$ cat src/rtl/nios_led_out_pio.sv
// nios_led_out_pio: Avalon-MM output PIO for board LEDs.
// A data register drives out_port. OUTSET and OUTCLEAR give atomic bit set
// and clear. A per-bit blink engine masks selected bits on alternate
// half-periods, so software never has to toggle LEDs itself.
// All outputs are registered, and readdata has one cycle of read latency.
module nios_led_out_pio #(
  parameter int WIDTH    = 10,
  parameter int PERIOD_W = 24
) (
  input  logic             clk,
  input  logic             reset,
  input  logic [2:0]       address,
  input  logic             chipselect,
  input  logic             write_n,
  input  logic [31:0]      writedata,
  output logic [31:0]      readdata,
  output logic [WIDTH-1:0] out_port
);

  localparam logic [2:0] ADDR_DATA     = 3'd0;
  localparam logic [2:0] ADDR_MASK     = 3'd1;
  localparam logic [2:0] ADDR_PERIOD   = 3'd2;
  localparam logic [2:0] ADDR_STATUS   = 3'd3;
  localparam logic [2:0] ADDR_OUTSET   = 3'd4;
  localparam logic [2:0] ADDR_OUTCLEAR = 3'd5;

  localparam logic [PERIOD_W-1:0] PERIOD_ONE = PERIOD_W'(1);

  logic                wr_s;
  logic [WIDTH-1:0]    wd_s;

  logic [WIDTH-1:0]    data_q,     data_d;
  logic [WIDTH-1:0]    mask_q,     mask_d;
  logic [PERIOD_W-1:0] period_q,   period_d;
  logic [PERIOD_W-1:0] cnt_q,      cnt_d;
  logic                phase_q,    phase_d;
  logic [WIDTH-1:0]    out_port_q, out_port_d;
  logic [31:0]         readdata_q, readdata_d;

  logic [PERIOD_W-1:0] cnt_run_s;
  logic                phase_run_s;

  assign wr_s = chipselect & ~write_n;
  assign wd_s = writedata[WIDTH-1:0];

  // Register file updates: plain writes and the atomic set/clear on DATA.
  always_comb begin
    data_d   = data_q;
    mask_d   = mask_q;
    period_d = period_q;
    if (wr_s) begin
      case (address)
        ADDR_DATA:     data_d   = wd_s;
        ADDR_MASK:     mask_d   = wd_s;
        ADDR_PERIOD:   period_d = writedata[PERIOD_W-1:0];
        ADDR_OUTSET:   data_d   = data_q | wd_s;
        ADDR_OUTCLEAR: data_d   = data_q & ~wd_s;
        default: begin
          data_d   = data_q;
          mask_d   = mask_q;
          period_d = period_q;
        end
      endcase
    end else begin
      data_d   = data_q;
      mask_d   = mask_q;
      period_d = period_q;
    end
  end

  // Free-running blink engine: counts one half-period and then flips the phase.
  always_comb begin
    cnt_run_s   = cnt_q;
    phase_run_s = phase_q;
    if (period_q == {PERIOD_W{1'b0}}) begin
      cnt_run_s   = {PERIOD_W{1'b0}};
      phase_run_s = phase_q;
    end else if (cnt_q == (period_q - PERIOD_ONE)) begin
      cnt_run_s   = {PERIOD_W{1'b0}};
      phase_run_s = ~phase_q;
    end else begin
      cnt_run_s   = cnt_q + PERIOD_ONE;
      phase_run_s = phase_q;
    end
  end

  // Writes to PERIOD/STATUS restart the engine and take priority over a terminal-count toggle.
  always_comb begin
    cnt_d   = cnt_run_s;
    phase_d = phase_run_s;
    if (wr_s) begin
      case (address)
        ADDR_PERIOD: begin
          cnt_d   = {PERIOD_W{1'b0}};
          phase_d = phase_q;
        end
        ADDR_STATUS: begin
          cnt_d   = {PERIOD_W{1'b0}};
          phase_d = 1'b0;
        end
        default: begin
          cnt_d   = cnt_run_s;
          phase_d = phase_run_s;
        end
      endcase
    end else begin
      cnt_d   = cnt_run_s;
      phase_d = phase_run_s;
    end
  end

  // Read mux on pre-write state; unmapped and write-only addresses read as zero.
  always_comb begin
    readdata_d = 32'd0;
    case (address)
      ADDR_DATA:   readdata_d[WIDTH-1:0]    = data_q;
      ADDR_MASK:   readdata_d[WIDTH-1:0]    = mask_q;
      ADDR_PERIOD: readdata_d[PERIOD_W-1:0] = period_q;
      ADDR_STATUS: readdata_d[0]            = phase_q;
      default:     readdata_d               = 32'd0;
    endcase
  end

  // LED drive: a blinking bit is forced off while the phase is high.
  always_comb begin
    out_port_d = data_q & ~(mask_q & {WIDTH{phase_q}});
  end

  // State registers with synchronous reset; reset overrides any coincident write.
  always_ff @(posedge clk) begin
    if (reset) begin
      data_q     <= {WIDTH{1'b0}};
      mask_q     <= {WIDTH{1'b0}};
      period_q   <= {PERIOD_W{1'b0}};
      cnt_q      <= {PERIOD_W{1'b0}};
      phase_q    <= 1'b0;
      out_port_q <= {WIDTH{1'b0}};
      readdata_q <= 32'd0;
    end else begin
      data_q     <= data_d;
      mask_q     <= mask_d;
      period_q   <= period_d;
      cnt_q      <= cnt_d;
      phase_q    <= phase_d;
      out_port_q <= out_port_d;
      readdata_q <= readdata_d;
    end
  end

  assign readdata = readdata_q;
  assign out_port = out_port_q;

endmodule
$ cat config.mk
export PLATFORM = sky130hd
export DESIGN_NAME = nios_led_out_pio
export DESIGN_NICKNAME = d
export VERILOG_FILES = /design/src/rtl/nios_led_out_pio.sv
export SDC_FILE = /design/constraint.sdc
export NUM_CORES = 1
export LEC_CHECK = 0
export BUFFER_PORTS_ARGS = -buffer_cell sky130_fd_sc_hd__buf_4
export CORE_ASPECT_RATIO = 0.6
export CORE_UTILIZATION = 45
export DETAILED_ROUTE_END_ITERATION = 12
export GPL_TIMING_DRIVEN = 0
export PLACE_DENSITY = 0.72
export SLEW_MARGIN = 5
export SYNTH_ARGS = -nofsm -noshare
export SYNTH_HDL_FRONTEND = slang
export SYNTH_SLANG_ARGS = --single-unit
$ cat constraint.sdc
create_clock -name clk -period 3.1 [get_ports clk]
set_input_delay 0 -clock clk [delete_from_list [all_inputs] [get_ports clk]]
set_output_delay 0 -clock clk [all_outputs]
set_load 0.01 [all_outputs]
# Yosys cells after proc, flatten, opt, wreduce, memory -nomap -nowiden

Cells that the tools add are included.

Logic and storage cells: 47
Register bits: 111
Output and inout port bits: 42
Input bits: 39

Add/subtract/negate cells: 2
Muxes and demuxes: 11
Equality and inequality tests: 7
Bitwise logic cells: 10
Reductions and logical operators: 8

Operators by type and width:

| kind                  | count |
|---|---|
| $mux 24               | 4 |
| $and 10x10->10        | 3 |
| $pmux 10 s3           | 1 |
| $pmux 9 s3            | 1 |
| $add 24x1->24 const B | 1 |
| $eq 24x24->1          | 1 |
| $logic_not 24->1      | 1 |
| $sub 24x1->24 const B | 1 |
| $not 10->10           | 2 |
| $or 10x10->10         | 1 |
| $eq 3x2->1 const B    | 2 |
| $eq 3x3->1 const B    | 2 |
| $reduce_and 2->1      | 3 |
| $pmux 1 s4            | 1 |
| $reduce_or 2->1       | 2 |
| $eq 3x1->1 const B    | 1 |
| $logic_not 3->1       | 1 |
| $mux 1                | 3 |
| $not 1->1             | 3 |
| $reduce_bool 3->1     | 1 |
| $ne 2x2->1 const B    | 1 |
| $pmux 1 s2            | 1 |
| $and 1x1->1           | 1 |

# Depth between registers and ports, before layout

Gate-level depths: netlist of the first run.

Depth in word-level cells: 6
Gate-level depth with buffers: 11
Gate-level depth less buffers: 9

# Worst setup path after synthesis of the first run

OpenSTA, ideal clock, no wires.

Path kind: register to register
Start point: register period_q[0]
End point: register cnt_q[5]
Clock period less this slack: 2.671 ns
Stages on the path, launching flop included: 12
Library setup time: 0.115 ns
Arrival time: 2.556 ns
Buffers on the path: 2
Path slack: 0.429 ns
Data required time: 2.985 ns
Path through: dfxtp_1 -> inv_1 -> ha_1 -> buf_2 -> or4b_4 -> nor2_2 -> or4bb_1 -> a21oi_1 -> o2111ai_1 -> o21ai_4 -> buf_8 -> nor2_2

Longest elaborated chain between the ends: 6
Elaborated cells between the ends (all ways): 7
Those cells by class: add/sub: 1; eq/ne: 1; mux: 4; reduce/logical: 1

Ends and longest elaborated chain:

| item                   | line | source |
|---|---|---|
| from (decl)            | 34   | `logic [PERIOD_W-1:0] period_q, period_d;` |
| from (signal assigned) | 134  | `period_q <= {PERIOD_W{1'b0}};` |
| from (signal assigned) | 142  | `period_q <= period_d;` |
| $sub 24x1->24          | 78   | `end else if (cnt_q == (period_q - PERIOD_ONE)) begin` |
| $eq 24x24->1           | 78   |  |
| $mux 24                | 78   |  |
| $mux 24 (*)            | 75   | `if (period_q == {PERIOD_W{1'b0}}) begin` |
| $mux 24                | 92   | `case (address)` |
| $mux 24 (*)            | 91   | `if (wr_s) begin` |
| to (signal assigned)   | 135  | `cnt_q <= {PERIOD_W{1'b0}};` |
| to (signal assigned)   | 143  | `cnt_q <= cnt_d;` |
| to (decl)              | 35   | `logic [PERIOD_W-1:0] cnt_q, cnt_d;` |

Mark *: on every way between the ends. The rest lies on a longest branch, timed or not.
A chain may end at the register's enable or synchronous reset.

# Worst setup path in the final report of the first run

Start point: register period_q[11]
End point: register cnt_q[6]

The elaborated chain is that of the path after synthesis.

==> results of run 1 <==
## logic make-up after synthesis
group | count (synthesis) | synth area share [%]
and+or+nand+nor | 242 | 24.4
adders and majority gates | 2 | 0.505
xor gates and xnor gates | 53 | 9.37
DFF | 103 | 41.6
AOI/OAI and AO/OA | 107 | 13.0
muxes | 22 | 4.75
other | 1 | 0.0757
buffers and inverters | 64 | 6.24
## cell usage in the layout, fill, tap and decap left out, types with 4 or more instances in the layout
| master | instances |
|---|---|
| buf_2 | 4 |
| a211oi_1 | 11 |
| or3_1 | 4 |
| nor2_2 | 11 |
| inv_1 | 20 |
| mux2i_1 | 19 |
| a21oi_1 | 52 |
| dfxtp_1 | 101 |
| conb_1 | 8 |
| dlygate4sd3_1 | 24 |
| xor2_1 | 28 |
| nand4_1 | 9 |
| xnor2_1 | 25 |
| clkbuf_1 | 25 |
| nor3_1 | 16 |
| and2_1 | 15 |
| buf_4 | 72 |
| nor2_1 | 69 |
| nor4_1 | 7 |
| buf_1 | 4 |
| nand2_1 | 68 |
| o21ai_0 | 23 |
| nand3_1 | 9 |
| clkbuf_16 | 9 |
## power by group
group          leakage [uW]  switching (uW)  internal [uW]
logic               0.00149             156            136
registers          0.000832            14.8           1340
clock network      0.000168             509            797
## worst max-delay path by stage
stage | from | to | cells past startpoint | slack, ns
floorplan | period_q[0] | cnt_q[5] | 11 | 0.43
global placement | period_q[0] | cnt_q[8] | 11 | 0.06
detailed placement | period_q[0] | cnt_q[16] | 11 | 0.03
CTS | period_q[0] | cnt_q[22] | 11 | 0.009
global route | period_q[11] | cnt_q[6] | 10 | 0.02
finish | period_q[11] | cnt_q[6] | 10 | 0.17
## per-layer routing
layer  GRT usage (%)  up-vias  wire [um]  part of all wire [%]
met5               0        -          0                     0
met4            5.49        0        112                  0.83
met3            5.86       13       1150                   8.5
met2            33.7      194       5550                    41
met1            36.0     2156       6670                    49
li1                -     2224          -                     -
## final cells by class
type,count,area [um2]
plain buffers,44,236
flip-flops and latches,103,2060
fillers,915,4350
inverters,20,75.1
clock buffers,10,229
multi-input cells,434,2640
repair buffers,90,746
well taps,139,174
clock inverters,6,116
## per-stage QoR
stage	utilization (%)	power [uW]	std cells
final	59.1	2950	846
after global routing	59.1	3050	846
after CTS	58.4	2940	842
after detailed placement	52.9	1630	802
after global placement	52.9	1620	802
after floorplan	-	1540	601
## timing repair
| item | in CTS | in global routing |
|---|---|---|
| setup endpoints to repair | 0 | 25 |
| gates resized for setup | 0 | 8 |
| endpoints found under the hold margin | 44 | 0 |
| hold buffers | 24 | 0 |
| setup buffers | 0 | 3 |
## worst max-delay path: stages (launching register included)
cell and delay (ns):
dfxtp_1 0.30, buf_2 0.17, nor3_1 0.49, nand4_1 0.32
or4bb_1 0.58, a21oi_2 0.22, o2111ai_2 0.17, o21ai_4 0.23
buf_12 0.15, buf_8 0.14, nor2_2 0.05
## registers in the layout, summed over array words and instances (netlist names)
| signal | count |
|---|---|
| period_q | 24 |
| readdata | 24 |
| mask_q | 10 |
| cnt_q | 24 |
| data_q | 10 |
| out_port | 10 |
| phase_q | 1 |
==> impl_metrics.toml, run 1 <==
[status]
run_status = "complete, no violations"

[power]
vdd_drop_max_mv = 0.279
cellPowerDensity_nw_per_um2 = 470
power.leakage_uw = 0.00249

[clock_network]
clock_pin_transition_on_the_worst_setup_and_hold_timing_paths_ns = 0.07
clkLatencyLatePin_ns = 0.35
root_buffer = "clkbuf_16"
ctsHtreeMaxLevel = 3
cts_tree = "yes"
clock-sinks = 103
clock_tree.buffer_depth = 2
cts_inserted_buffers = 9

[critical_path]
reg2reg_slack_ns = 0.17
timing.critical_path.fanout_max = 10
r2r_start = "period_q[11]"
worst_path_required_ns = 3.34
critical_path.endpoint_type = "flip-flop"
end_of_the_worst_register_to_register_path = "cnt_q[6]"
ff2ff_path_depth = 10
timing.critical_path.arrival_ns = 3.17
timing.setup.critical_path_class = "flip-flop to flip-flop"
timing.critical_path.from_type = "flip-flop"

[die]
die_h_um = 83.3
die_area_um2 = 11500
chipWidth_um = 137
top_level_ports = 81
initial_core_util_pct = 46.6
core.rowCount = 29
core_um2 = 10600

[sta]
fin_worst_hold_slack_ns = 0.0983
timing_worst_slew_pin_value_ns = 0.914
timing.fmax_mhz = 341
timing.final.ws_setup_ns = 0.170
clock_skew_ns = 0.00628
slew_headroom_pct = 38.2
final-hold-violation-count = 0
fin_setup_tns_ns = 0
count_of_final_max_slew_check_failures = 0
min_period_ns = 2.93
min_period_over_period_pct = 94.5
timing.final.setup_violations = 0
grt_setup_unrepaired = "false"

[yosys]
netlist_area_um2 = 4960
async_reset_ff_share_pct = 0
synth.area.top_cells = "dfxtp_1 (42%), a21oi_1 (5.4%), nor2_1 (5.2%)"
synth_top_area_share_pct = 41.6
synth.avg_cell_area_um2 = 8.34
most_used_dff_post_synth = "dfxtp_1"
yosysUniqueCellTypes = 59
synth_enable_flop_cells = 0
yosys_warnings = 0
yosysMostFrequentCell = "dfxtp_1"
synth_area_leader_cell = "dfxtp_1"
ys_ff_latch = 103
synth.cells.most_frequent = "dfxtp_1 (103), nor2_1 (69), nand2_1 (68)"
synth.yosys.seq_area_share_pct = 41.6
synthesis.instances = 594

[finish]
antenna-diode-count = 0
layout.cell_area.non_filler_um2 = 6280
area_delta_synth_final_pct = 26.7
finish.net_count = 743
final_layout_size_suffix_gt1_share_pct = 18.0

[min_path]
timing.hold.worst.start = "address[2]"
worst_hold_path.endpoint = "data_q[9]"
hold_path_class = "primary input to flip-flop"
min_delay_path_depth = 4

[global_routing]
grt_overflow_total = 0
pin_count_of_the_biggest_net_entering_global_routing = 18
first_global_vias = 4264
antenna_found_initial = 0
grt_first_pass_wirelength_mm = 21.2
grt_util_all_layers_pct = 23.9

[routing]
postRouteAntennaNets = 0
drc = 0
detailroute.via_count = 4587
drtIter0Drc = 400
postRouteWirelength_mm = 13.5
routedWlPerCell_um = 15.9
vias_per_cell = 5.42
firstDrtPassIters = 5

[placement]
port_buffers = 62
gp_congestion = 0.895
detailed_place.area_um2 = 5620
post-place-ws_ns = 0.0264
hpwl_mm = 9.99

[run]
drv.max_cap_violation_count = 0
(Power assumes the default switching activity.)
==> run 2: changes to the inputs <==
--- a/config.mk
+++ b/config.mk
@@ -5,7 +5,7 @@
 export SDC_FILE = /design/constraint.sdc
 export NUM_CORES = 1
 export LEC_CHECK = 0
-export BUFFER_PORTS_ARGS = -buffer_cell sky130_fd_sc_hd__buf_4
+export BUFFER_PORTS_ARGS = -buffer_cell sky130_fd_sc_hd__buf_2
 export CORE_ASPECT_RATIO = 0.6
 export CORE_UTILIZATION = 45
 export DETAILED_ROUTE_END_ITERATION = 12
==> impl_metrics.toml, run 2 (synthesized netlist as in run 1, its figures left out) <==
[die]
chipWidth_um = 137
initial_core_util_pct = 46.6
core_um2 = 10600
core.rowCount = 29
die_area_um2 = 11500
top_level_ports = 81
die_h_um = 83.3

[min_path]
hold_path_class = "primary input to flip-flop"
min_delay_path_depth = 4
timing.hold.worst.start = "address[2]"
worst_hold_path.endpoint = "data_q[9]"

[critical_path]
end_of_the_worst_register_to_register_path = "cnt_q[21]"
critical-path-slowest-cell = "or4b_4"
worst_path_required_ns = 3.34
r2r_start = "period_q[1]"
timing.setup.critical_path_class = "flip-flop to flip-flop"
ff2ff_path_depth = 12
timing.critical_path.arrival_ns = 3.21
reg2reg_slack_ns = 0.14
critical_path.endpoint_type = "flip-flop"
critical_path.max_stage_delay_ns = 0.54
timing.critical_path.fanout_max = 10
timing.critical_path.from_type = "flip-flop"
crit_chain = "inv_1, ha_1, buf_2, or4b_4, nor2_2, or4bb_1, a21oi_2, o2111ai_1, o21ai_4, buf_12, buf_6, nor2_1"

[power]
power.leakage_uw = 0.00247
power_report.internal_total_uw = 2260
pwr-share-comb_pct = 9.7
vdd_drop_max_mv = 0.279
sequential_group_share_of_total_power_pct = 46.2
cellPowerDensity_nw_per_um2 = 478
total_switching_power_uw = 667
clkPwrFrac_pct = 44.1
totalPowerFinal_uw = 2920
fraction_of_power_spent_switching_nets_pct = 22.8

[global_routing]
pin_count_of_the_biggest_net_entering_global_routing = 17
antenna_found_initial = 0
grt_first_pass_wirelength_mm = 21.1
grt_util_all_layers_pct = 24.0
grt_overflow_total = 0
first_global_vias = 4163

[sta]
timing_worst_slew_pin_value_ns = 0.876
count_of_final_max_slew_check_failures = 0
final-hold-violation-count = 0
fin_setup_tns_ns = 0
timing.final.ws_setup_ns = 0.138
slew_headroom_pct = 40.8
timing.fmax_mhz = 338
min_period_over_period_pct = 95.6
min_period_ns = 2.96
clock_skew_ns = 0.00490
timing.final.setup_violations = 0

[clock_network]
clock-sinks = 103
ctsHtreeMaxLevel = 3
clock_tree.buffer_depth = 2
cts_tree = "yes"
root_buffer = "clkbuf_16"
cts_inserted_buffers = 9
clock_pin_transition_on_the_worst_setup_and_hold_timing_paths_ns = 0.07
clkLatencyLatePin_ns = 0.35

[placement]
post-place-ws_ns = 0.0365
gp_congestion = 0.902
port_buffers = 62
number_of_cells_after_detailed_placement = 802
hpwl_mm = 10.0

[finish]
antenna-diode-count = 0
final_core_utilization_pct = 57.5
area_delta_synth_final_pct = 23.4
final_layout_size_suffix_gt1_share_pct = 17.3
final.fill_count = 963
mostFrequentLayoutCells = "dfxtp_1 (102), nor2_1 (69), nand2_1 (68), buf_2 (66), a21oi_1 (52)"
most_common_library_cell_in_the_layout_ignoring_fill_and_taps = "dfxtp_1"
finish.cell_count_without_fillers = 845
finish.net_count = 742

[routing]
firstDrtPassIters = 5
postRouteWirelength_mm = 13.5
routedWlPerCell_um = 16.0
detailroute.via_count = 4623
drc = 0
drtIter0Drc = 393
postRouteAntennaNets = 0
vias_per_cell = 5.47

[status]
run_status = "complete, no violations"

[run]
drv.max_cap_violation_count = 0
-- run 2: per-layer routing --
layer | up-vias | part of all wire [%] | global-route usage, % | routed length [um]
li1 | 2224 | - | - | -
met1 | 2167 | 49 | 36.7 | 6580
met2 | 218 | 41 | 33.8 | 5600
met3 | 14 | 8.9 | 5.31 | 1210
met4 | 0 | 0.85 | 5.19 | 115
met5 | - | 0 | 0 | 0
-- run 2: worst max path at each step --
stage / endpoint / start / slack [ns]
2_1_floorplan: cnt_q[5] / period_q[0] / 0.43
3_3_place_gp: cnt_q[6] / period_q[0] / 0.08
3_5_place_dp: cnt_q[9] / period_q[0] / 0.04
4_1_cts: cnt_q[9] / period_q[0] / 0.01
5_1_grt: cnt_q[15] / period_q[1] / -0.03
6_report: cnt_q[21] / period_q[1] / 0.14
-- run 2: what timing repair did --
action / in CTS / in global routing
hold buffers: 24 / 0
setup endpoints to repair: 0 / 25
gates resized for setup: 0 / 4
endpoints found under the hold margin: 44 / 0
buffers inserted: 0 / 2
-- run 2: power by group through the flow --
stage / Combinational [uW] / Clock [uW] / Sequential (uW)
2_1_floorplan: 161 / 0 / 1380
3_3_place_gp: 228 / 0 / 1380
3_5_place_dp: 234 / 0 / 1380
4_1_cts: 259 / 1310 / 1350
5_1_grt: 309 / 1360 / 1350
6_report: 283 / 1290 / 1350
-- run 2: layout make-up --
type                            instances  area (um2)  area share (%)
Clock inverter                          5         104            1.70
Timing Repair Buffer                   89         603            9.86
Inverter                               20        75.1            1.23
Tap cell                              139         174            2.84
Clock buffer                           11         233            3.81
Buffer                                 44         234            3.83
Multi-Input combinational cell        434        2630            43.0
Sequential cell                       103        2060            33.7
-- run 2: worst max-delay path: cells and delay by family (launching register included) --
family          cells  cell delay (ns)
compound gates      3             0.56
flops               1             0.39
simple gates        4             1.23
buf+inv             4             0.55
fa+ha+maj           1             0.13
-- run 2: metrics by stage --
stage	area, um2	hold slack (ns)
after global placement	5470	0.248
final	6110	0.152
after global routing	6110	0.174
after CTS	6040	0.106
after detailed placement	5470	0.253
after floorplan	4980	0.136
